==> src/rtl/nn_avalon_pkg.sv <==
// rtl/nn_avalon_pkg.sv - shared types, CSR bit indices and address-map helpers
package nn_avalon_pkg;

    typedef enum logic [1:0] {
        RESP_OKAY      = 2'b00,
        RESP_SLVERR    = 2'b10,
        RESP_DECODEERR = 2'b11
    } resp_t;

    typedef enum logic [1:0] {
        S_IDLE,
        S_WBURST,
        S_RBURST,
        S_WRESP
    } state_t;

    typedef enum logic [2:0] {
        RGN_PIXEL,
        RGN_WEIGHT,
        RGN_RESULT,
        RGN_CTRL,
        RGN_STATUS,
        RGN_NONE
    } region_t;

    localparam int CTRL_CLEAR_BIT = 0;
    localparam int CTRL_START_BIT = 1;
    localparam int CTRL_IRQEN_BIT = 2;
    localparam int STAT_DONE_BIT  = 0;
    localparam int STAT_OVF_BIT   = 1;

    // Number of bus words holding the packed pixel array.
    function automatic int calc_pix_words(input int data_w, input int pixel_w, input int pixel_depth);
        return pixel_depth / (data_w / pixel_w);
    endfunction

    function automatic int calc_weight_base(input int data_w, input int pixel_w, input int pixel_depth);
        return calc_pix_words(data_w, pixel_w, pixel_depth);
    endfunction

    function automatic int calc_result_base(input int data_w, input int pixel_w, input int pixel_depth,
                                            input int weight_depth);
        return calc_weight_base(data_w, pixel_w, pixel_depth) + weight_depth;
    endfunction

    function automatic int calc_ctrl_addr(input int data_w, input int pixel_w, input int pixel_depth,
                                          input int weight_depth, input int result_count);
        return calc_result_base(data_w, pixel_w, pixel_depth, weight_depth) + result_count;
    endfunction

    // Error severity is ordered by encoding: OKAY < SLVERR < DECODEERR.
    function automatic resp_t worst_resp(input resp_t a, input resp_t b);
        return (a > b) ? a : b;
    endfunction

endpackage

==> src/rtl/nn_avalon_csr.sv <==
// rtl/nn_avalon_csr.sv - CONTROL/STATUS registers, W1C status, command pulses and irq
module nn_avalon_csr
    import nn_avalon_pkg::*;
(
    input  logic       clk_i,
    input  logic       rst_i,
    input  logic       ctrl_we_i,
    input  logic       status_we_i,
    input  logic [2:0] wdata_i,
    input  logic       done_calc_i,
    input  logic       overflow_i,
    output logic       irq_en_o,
    output logic       done_o,
    output logic       ovf_o,
    output logic       start_calc_o,
    output logic       clear_data_o,
    output logic       irq_o
);

    logic irq_en_q, irq_en_d;
    logic done_q, done_d;
    logic ovf_q, ovf_d;
    logic done_prev_q, ovf_prev_q;
    logic start_q, start_d;
    logic clear_q, clear_d;
    logic irq_q, irq_d;
    logic done_rise, ovf_rise;

    // Next-state: edge detect the core levels; a new edge beats a same-cycle W1C.
    always_comb begin
        done_rise = done_calc_i & ~done_prev_q;
        ovf_rise  = overflow_i & ~ovf_prev_q;
        irq_en_d  = ctrl_we_i ? wdata_i[CTRL_IRQEN_BIT] : irq_en_q;
        start_d   = ctrl_we_i & wdata_i[CTRL_START_BIT];
        clear_d   = ctrl_we_i & wdata_i[CTRL_CLEAR_BIT];
        done_d    = done_rise | (done_q & ~(status_we_i & wdata_i[STAT_DONE_BIT]));
        ovf_d     = ovf_rise  | (ovf_q  & ~(status_we_i & wdata_i[STAT_OVF_BIT]));
        irq_d     = irq_en_q & done_q;
    end

    // CSR state, edge history and registered pulse/irq outputs.
    always_ff @(posedge clk_i or posedge rst_i) begin
        if (rst_i) begin
            irq_en_q    <= 1'b0;
            done_q      <= 1'b0;
            ovf_q       <= 1'b0;
            done_prev_q <= 1'b0;
            ovf_prev_q  <= 1'b0;
            start_q     <= 1'b0;
            clear_q     <= 1'b0;
            irq_q       <= 1'b0;
        end else begin
            irq_en_q    <= irq_en_d;
            done_q      <= done_d;
            ovf_q       <= ovf_d;
            done_prev_q <= done_calc_i;
            ovf_prev_q  <= overflow_i;
            start_q     <= start_d;
            clear_q     <= clear_d;
            irq_q       <= irq_d;
        end
    end

    assign irq_en_o     = irq_en_q;
    assign done_o       = done_q;
    assign ovf_o        = ovf_q;
    assign start_calc_o = start_q;
    assign clear_data_o = clear_q;
    assign irq_o        = irq_q;

endmodule

==> src/rtl/avalon_burst_slave.sv <==
// rtl/avalon_burst_slave.sv - Avalon-MM burst slave: FSM, address decode, burst counters
module avalon_burst_slave
    import nn_avalon_pkg::*;
#(
    parameter int DATA_W       = 32,
    parameter int ADDR_W       = 13,
    parameter int BURST_W      = 10,
    parameter int PIXEL_W      = 16,
    parameter int PIXEL_DEPTH  = 784,
    parameter int WEIGHT_DEPTH = 3920,
    parameter int RESULT_COUNT = 10,
    parameter int RESULT_W     = 16
) (
    input  logic                            clk_i,
    input  logic                            rst_i,
    input  logic                            read_i,
    input  logic                            write_i,
    input  logic [ADDR_W-1:0]               address_i,
    input  logic [BURST_W-1:0]              burstcount_i,
    input  logic [DATA_W-1:0]               writedata_i,
    output logic                            waitrequest_o,
    output logic [DATA_W-1:0]               readdata_o,
    output logic                            readdatavalid_o,
    output logic                            writeresponsevalid_o,
    output logic [1:0]                      response_o,
    output logic                            pixel_we_o,
    output logic [$clog2(PIXEL_DEPTH)-1:0]  pixel_addr_o,
    output logic [DATA_W-1:0]               pixel_wdata_o,
    output logic                            weight_we_o,
    output logic [$clog2(WEIGHT_DEPTH)-1:0] weight_addr_o,
    output logic [DATA_W-1:0]               weight_wdata_o,
    output logic [$clog2(RESULT_COUNT)-1:0] result_addr_o,
    input  logic [RESULT_W-1:0]             result_data_i,
    input  logic                            done_calc_i,
    input  logic                            overflow_i,
    output logic                            start_calc_o,
    output logic                            clear_data_o,
    output logic                            irq_o
);

    localparam int PIX_PER_WORD = DATA_W / PIXEL_W;
    localparam int WEIGHT_BASE  = calc_weight_base(DATA_W, PIXEL_W, PIXEL_DEPTH);
    localparam int RESULT_BASE  = calc_result_base(DATA_W, PIXEL_W, PIXEL_DEPTH, WEIGHT_DEPTH);
    localparam int CTRL_ADDR    = calc_ctrl_addr(DATA_W, PIXEL_W, PIXEL_DEPTH, WEIGHT_DEPTH, RESULT_COUNT);
    localparam int STATUS_ADDR  = CTRL_ADDR + 1;
    // One extra bit so a burst running past the top of the map never wraps back into it.
    localparam int AW   = ADDR_W + 1;
    localparam int PA_W = $clog2(PIXEL_DEPTH);
    localparam int WA_W = $clog2(WEIGHT_DEPTH);
    localparam int RA_W = $clog2(RESULT_COUNT);

    state_t             state_q;
    logic [AW-1:0]      addr_q;
    logic [BURST_W-1:0] cnt_q;
    resp_t              err_q;
    logic [DATA_W-1:0]  rdata_q;
    logic               rvalid_q;
    logic               wrvalid_q;
    resp_t              resp_q;

    logic [BURST_W-1:0] eff_count;
    logic [AW-1:0]      beat_addr;
    logic               wr_beat;
    logic               rd_beat;
    region_t            region;
    resp_t              wr_err;
    resp_t              rd_err;
    logic [DATA_W-1:0]  rd_data;
    logic               ctrl_we;
    logic               status_we;
    logic               irq_en;
    logic               st_done;
    logic               st_ovf;

    assign eff_count = (burstcount_i == '0) ? BURST_W'(1) : burstcount_i;

    // Pick the address of the beat handled this cycle; nothing is accepted while in reset.
    always_comb begin
        wr_beat   = 1'b0;
        rd_beat   = 1'b0;
        beat_addr = addr_q;
        if (!rst_i) begin
            case (state_q)
                S_IDLE: begin
                    if (write_i) begin
                        wr_beat   = 1'b1;
                        beat_addr = {1'b0, address_i};
                    end
                end
                S_WBURST: wr_beat = write_i;
                S_RBURST: rd_beat = 1'b1;
                default: ;
            endcase
        end
    end

    // Decode the beat address into a region of the contiguous map.
    always_comb begin
        region = RGN_NONE;
        if (beat_addr < AW'(WEIGHT_BASE))       region = RGN_PIXEL;
        else if (beat_addr < AW'(RESULT_BASE))  region = RGN_WEIGHT;
        else if (beat_addr < AW'(CTRL_ADDR))    region = RGN_RESULT;
        else if (beat_addr == AW'(CTRL_ADDR))   region = RGN_CTRL;
        else if (beat_addr == AW'(STATUS_ADDR)) region = RGN_STATUS;
    end

    // Per-beat response and read data by region; STATUS takes W1C writes.
    always_comb begin
        wr_err  = RESP_OKAY;
        rd_err  = RESP_OKAY;
        rd_data = '0;
        case (region)
            RGN_PIXEL, RGN_WEIGHT: rd_err = RESP_SLVERR;
            RGN_RESULT: begin
                wr_err  = RESP_SLVERR;
                rd_data = DATA_W'(result_data_i);
            end
            RGN_CTRL:   rd_data = DATA_W'({irq_en, 2'b00});
            RGN_STATUS: rd_data = DATA_W'({st_ovf, st_done});
            default: begin
                wr_err = RESP_DECODEERR;
                rd_err = RESP_DECODEERR;
            end
        endcase
    end

    // Memory-side strobes follow the accepted beat combinationally; idle values are zero.
    always_comb begin
        pixel_we_o     = wr_beat && (region == RGN_PIXEL);
        weight_we_o    = wr_beat && (region == RGN_WEIGHT);
        ctrl_we        = wr_beat && (region == RGN_CTRL);
        status_we      = wr_beat && (region == RGN_STATUS);
        pixel_addr_o   = pixel_we_o ? PA_W'(32'(beat_addr) * PIX_PER_WORD) : '0;
        pixel_wdata_o  = pixel_we_o ? writedata_i : '0;
        weight_addr_o  = weight_we_o ? WA_W'(32'(beat_addr) - WEIGHT_BASE) : '0;
        weight_wdata_o = weight_we_o ? writedata_i : '0;
        result_addr_o  = (rd_beat && (region == RGN_RESULT)) ? RA_W'(32'(beat_addr) - RESULT_BASE) : '0;
    end

    // Burst FSM with address/count tracking and registered read/response returns.
    always_ff @(posedge clk_i or posedge rst_i) begin
        if (rst_i) begin
            state_q   <= S_IDLE;
            addr_q    <= '0;
            cnt_q     <= '0;
            err_q     <= RESP_OKAY;
            rdata_q   <= '0;
            rvalid_q  <= 1'b0;
            wrvalid_q <= 1'b0;
            resp_q    <= RESP_OKAY;
        end else begin
            rvalid_q  <= 1'b0;
            wrvalid_q <= 1'b0;
            resp_q    <= RESP_OKAY;
            rdata_q   <= '0;
            case (state_q)
                S_IDLE: begin
                    if (write_i) begin
                        addr_q <= beat_addr + AW'(1);
                        cnt_q  <= eff_count - BURST_W'(1);
                        err_q  <= wr_err;
                        if (eff_count == BURST_W'(1)) begin
                            state_q   <= S_WRESP;
                            wrvalid_q <= 1'b1;
                            resp_q    <= wr_err;
                        end else begin
                            state_q <= S_WBURST;
                        end
                    end else if (read_i) begin
                        addr_q  <= {1'b0, address_i};
                        cnt_q   <= eff_count;
                        state_q <= S_RBURST;
                    end
                end
                S_WBURST: begin
                    if (write_i) begin
                        addr_q <= addr_q + AW'(1);
                        cnt_q  <= cnt_q - BURST_W'(1);
                        err_q  <= worst_resp(err_q, wr_err);
                        if (cnt_q == BURST_W'(1)) begin
                            state_q   <= S_WRESP;
                            wrvalid_q <= 1'b1;
                            resp_q    <= worst_resp(err_q, wr_err);
                        end
                    end
                end
                S_RBURST: begin
                    rvalid_q <= 1'b1;
                    rdata_q  <= rd_data;
                    resp_q   <= rd_err;
                    addr_q   <= addr_q + AW'(1);
                    cnt_q    <= cnt_q - BURST_W'(1);
                    if (cnt_q == BURST_W'(1)) begin
                        state_q <= S_IDLE;
                    end
                end
                S_WRESP: state_q <= S_IDLE;
                default: state_q <= S_IDLE;
            endcase
        end
    end

    // Stall the host while read beats are issued and while the write response is returned.
    assign waitrequest_o        = rst_i || (state_q == S_RBURST) || (state_q == S_WRESP);
    assign readdata_o           = rdata_q;
    assign readdatavalid_o      = rvalid_q;
    assign writeresponsevalid_o = wrvalid_q;
    assign response_o           = resp_q;

    nn_avalon_csr u_csr (
        .clk_i        (clk_i),
        .rst_i        (rst_i),
        .ctrl_we_i    (ctrl_we),
        .status_we_i  (status_we),
        .wdata_i      (writedata_i[2:0]),
        .done_calc_i  (done_calc_i),
        .overflow_i   (overflow_i),
        .irq_en_o     (irq_en),
        .done_o       (st_done),
        .ovf_o        (st_ovf),
        .start_calc_o (start_calc_o),
        .clear_data_o (clear_data_o),
        .irq_o        (irq_o)
    );

endmodule

==> config.mk <==
export PLATFORM = sky130hd
export DESIGN_NAME = avalon_burst_slave
export DESIGN_NICKNAME = d
export VERILOG_FILES = /design/src/rtl/nn_avalon_pkg.sv /design/src/rtl/nn_avalon_csr.sv /design/src/rtl/avalon_burst_slave.sv
export SDC_FILE = /design/constraint.sdc
export NUM_CORES = 1
export LEC_CHECK = 0
export CAP_MARGIN = 20
export CORE_MARGIN = 4
export CORE_UTILIZATION = 35
export DETAILED_ROUTE_END_ITERATION = 16
export GPL_ROUTABILITY_DRIVEN = 0
export PLACE_DENSITY_LB_ADDON = 0.25
export REMOVE_ABC_BUFFERS = 1
export SYNTH_ARGS = -nofsm -noshare
export SYNTH_HDL_FRONTEND = slang
export SYNTH_HIERARCHICAL = 1
export SYNTH_SLANG_ARGS = --single-unit
==> constraint.sdc <==
create_clock -name clk_i -period 4.2 [get_ports clk_i]
set_input_delay 0.63 -clock clk_i [delete_from_list [all_inputs] [get_ports clk_i]]
set_output_delay 0.63 -clock clk_i [all_outputs]
set_load 0.1 [all_outputs]
==> metrics.yaml <==
clock_network:
  htreeDepth: 2
  cts_buffers: 5
  clkLatencyLatePin_ns: 0.30
  cts.path.max_buffers: 2
  clk_pin_slew_ns: 0.08
  cts.sinks: 56
  cts_tree: "built"
  cts_root_buffer: "clkbuf_16"
pwr:
  leakage_nw: 3.51
  switching_share_pct: 54.2
  p_total_mw: 4.32
  combPwrFrac_pct: 67.4
  p_clk_share_pct: 10.2
  internal_power_mw: 1.98
  powerDensity_nw_per_um2: 527
  power.switching_mw: 2.34
  ir_drop_v: 0.000265
  p_seq_share_pct: 22.4
placed_design:
  dp_hpwl_um: 14800
  place_area_sq_um: 7990
  io_buffers: 191
  place_inst: 988
yosys:
  ys_top_cells_by_count: "56 x dfrtp_1, 56 x nor2_1, 49 x and3_1, 45 x nand2_1, 40 x and2_1"
  syn_avg_cell_area_sq_um: 7.89
  synthArstFlopShare_pct: 100
  ys_warn_count: 6
  synth-seq-cells: 56
  synthDistinctLibCells: 64
  seq_area_frac_synth_pct: 27.9
  netlist_instances: 638
  synth_edf_count: 0
  yosys.area.top_type_share_pct: 27.9
  syn_area_sq_um: 5030
  synth.area.top_cells: "dfrtp_1 28%, and3_1 6.1%, and2_1 5.0%"
  yosys.area.top_type: "dfrtp_1"
  synthFlopType: "dfrtp_1"
die:
  dieArea_sq_um: 16400
  die_w_um: 128
  row_count: 43
  core_area_sq_um: 14000
  initial_core_util_pct: 36.0
  die_h_um: 128
  io_pins: 209
setup_path:
  end_kind: "output port"
  cp.arrival_ns: 3.49
  r2r_setup_slack_ns: 0.39
  cp_max_fo: 17
  cp_top_family: "simple AND/OR/NAND/NOR gates"
  critPathSlowestCell: "or4_1"
  crit_chain: "clkdlybuf4s50_1, nand3b_1, buf_4, nor2_1, or4_1, nand4_1, clkinvlp_4, buf_4, and2_1, buf_12"
  cp_common_cell: "buf_4"
  cp.buffers_inverters: 5
  worstSetupPathType: "input port to output port"
  cp-start-kind: "input port"
  slowest_delay_ns: 0.58
  cp_data_required_time_ns: 3.57
timing:
  timing.fmax_mhz: 242
  min_period_ns: 4.12
  grt_setup_unrepaired: "yes"
  finalHoldViolations: 0
  worst_pin_slew_ns: 1.00
  finalSetupTns_ns: 0
  finalCritPeriodShare_pct: 98.2
  drv_slew: 0
  fin_skew_ns: 0.00482
  setup_viol: 0
  slew_headroom_pct: 33.1
worst_hold_path:
  hp-class: "register to register"
job:
  drv_cap: 0
layout:
  nets: 913
  stdcell_area_sq_um: 8210
  syn_to_final_growth_pct: 63.2
  drive_above_1_share_pct: 19.0
  fin_cells: 1003
  utilization_pct: 58.7
route:
  ant_nets: 0
  drc: 0
  avgViaCountPerCell: 5.52
  firstDrtPassIters: 5
  wirelength_um: 19100
  routedWlPerCell_um: 19.1
  drt-initial-drc-count: 545
  num_vias: 5532
global_route:
  track_usage_pct: 22.6
  grt-ovfl-total: 0
  grt_pass1_wl_um: 29900
  antenna_found_initial: 2
  grt_pass1_vias: 5533
  grt_max_degree: 49
run_status:
  status: "finished, final reports clean"
power groups by stage:
stage               combinational [mW]  sequential [mW]  clock (mW)
floorplan                         1.88            0.973           0
global placement                  2.79            0.945           0
detailed placement                2.86            0.959           0
CTS                               2.88            0.951       0.452
global route                      3.15            0.991       0.470
finish                            2.92            0.967       0.442
final timing paths:
check	depth (start not counted)	endpoint	startpoint
worst min register to register	1	u_csr/ovf_o$_DFF_PP0_	u_csr/ovf_o$_DFF_PP0_
min in group asynchronous	3	response_o[0]$_DFF_PP0_	rst_i
max in group asynchronous	4	readdata_o[3]$_DFF_PP0_	rst_i
worst max-delay path	10	weight_wdata_o[9]	rst_i
worst max register to register	16	response_o[0]$_DFF_PP0_	state_q[0]$_DFFE_PP0P_
worst min-delay path	1	u_csr/ovf_o$_DFF_PP0_	u_csr/ovf_o$_DFF_PP0_
final cells by class:
cell class	count	area, sq um
clock inverter	3	27.5
multi-input combinational	512	3260
tap	180	225
inverter	22	86.3
timing repair inverter	1	7.51
fill	1211	5780
antenna	2	5.00
timing repair buffer	222	3080
clock buffer	5	125
sequential	56	1400
stage by stage:
stage / hold WS, ns / worst slack (ns)
after global routing: 0.564 / -0.0405
after detailed placement: 0.502 / 0.0981
after global placement: 0.487 / 0.216
after CTS: 0.524 / 0.0804
final: 0.521 / 0.0754
after floorplan: 0.446 / -1.49
placed cells by master, fill, tap and decap left out, types with 21 or more instances in the layout:
cell and n:
o21ai_0 32, buf_4 30, dfrtp_1 56, nand2_1 45
mux2i_1 21, and3_1 49, a21oi_1 39, nor3_1 24
buf_12 93, nand3_1 28, and2_1 40, clkdlybuf4s50_1 99
nor2_1 56
layer usage:
layer / part of all wire (%) / track usage, % / wire (um) / vias to the layer above
met5: 0 / 0 / 0 / -
met4: 2.7 / 7.37 / 512 / 0
met3: 10 / 6.88 / 2000 / 30
met2: 48 / 38.1 / 9220 / 292
met1: 39 / 27.5 / 7410 / 2613
li1: - / - / - / 2597
sequential cells by signal, indices dropped and copies added, names as in the netlist:
signal and count:
u_csr/irq_en_o 1, err_q 2, state_q 2, response_o 2, u_csr/start_calc_o 1, addr_q 14, u_csr/clear_data_o 1, u_csr/irq_o 1
readdatavalid_o 1, writeresponsevalid_o 1, u_csr/ovf_o 1, readdata_o 16, u_csr/done_prev_q 1, u_csr/ovf_prev_q 1, cnt_q 10, u_csr/done_o 1
cell families after synthesis:
kind of cell / count (synthesis) / synth area share, %
multiplexers: 32 / 6.94
flip-flops: 56 / 27.9
buffers and inverters: 86 / 8.75
other: 1 / 0.0745
AO/OA/AOI/OAI: 134 / 17.6
XOR/XNOR: 19 / 3.31
adder cells (fa/ha/maj): 16 / 3.98
AND/OR/NAND/NOR: 294 / 31.5
what timing repair did:
item | 4_1_cts | 5_1_grt
gates resized for setup | 0 | 3
setup endpoints to repair | 0 | 34
hold buffers | 0 | 0
buffers inserted | 0 | 3
(Power assumes the default switching activity.)
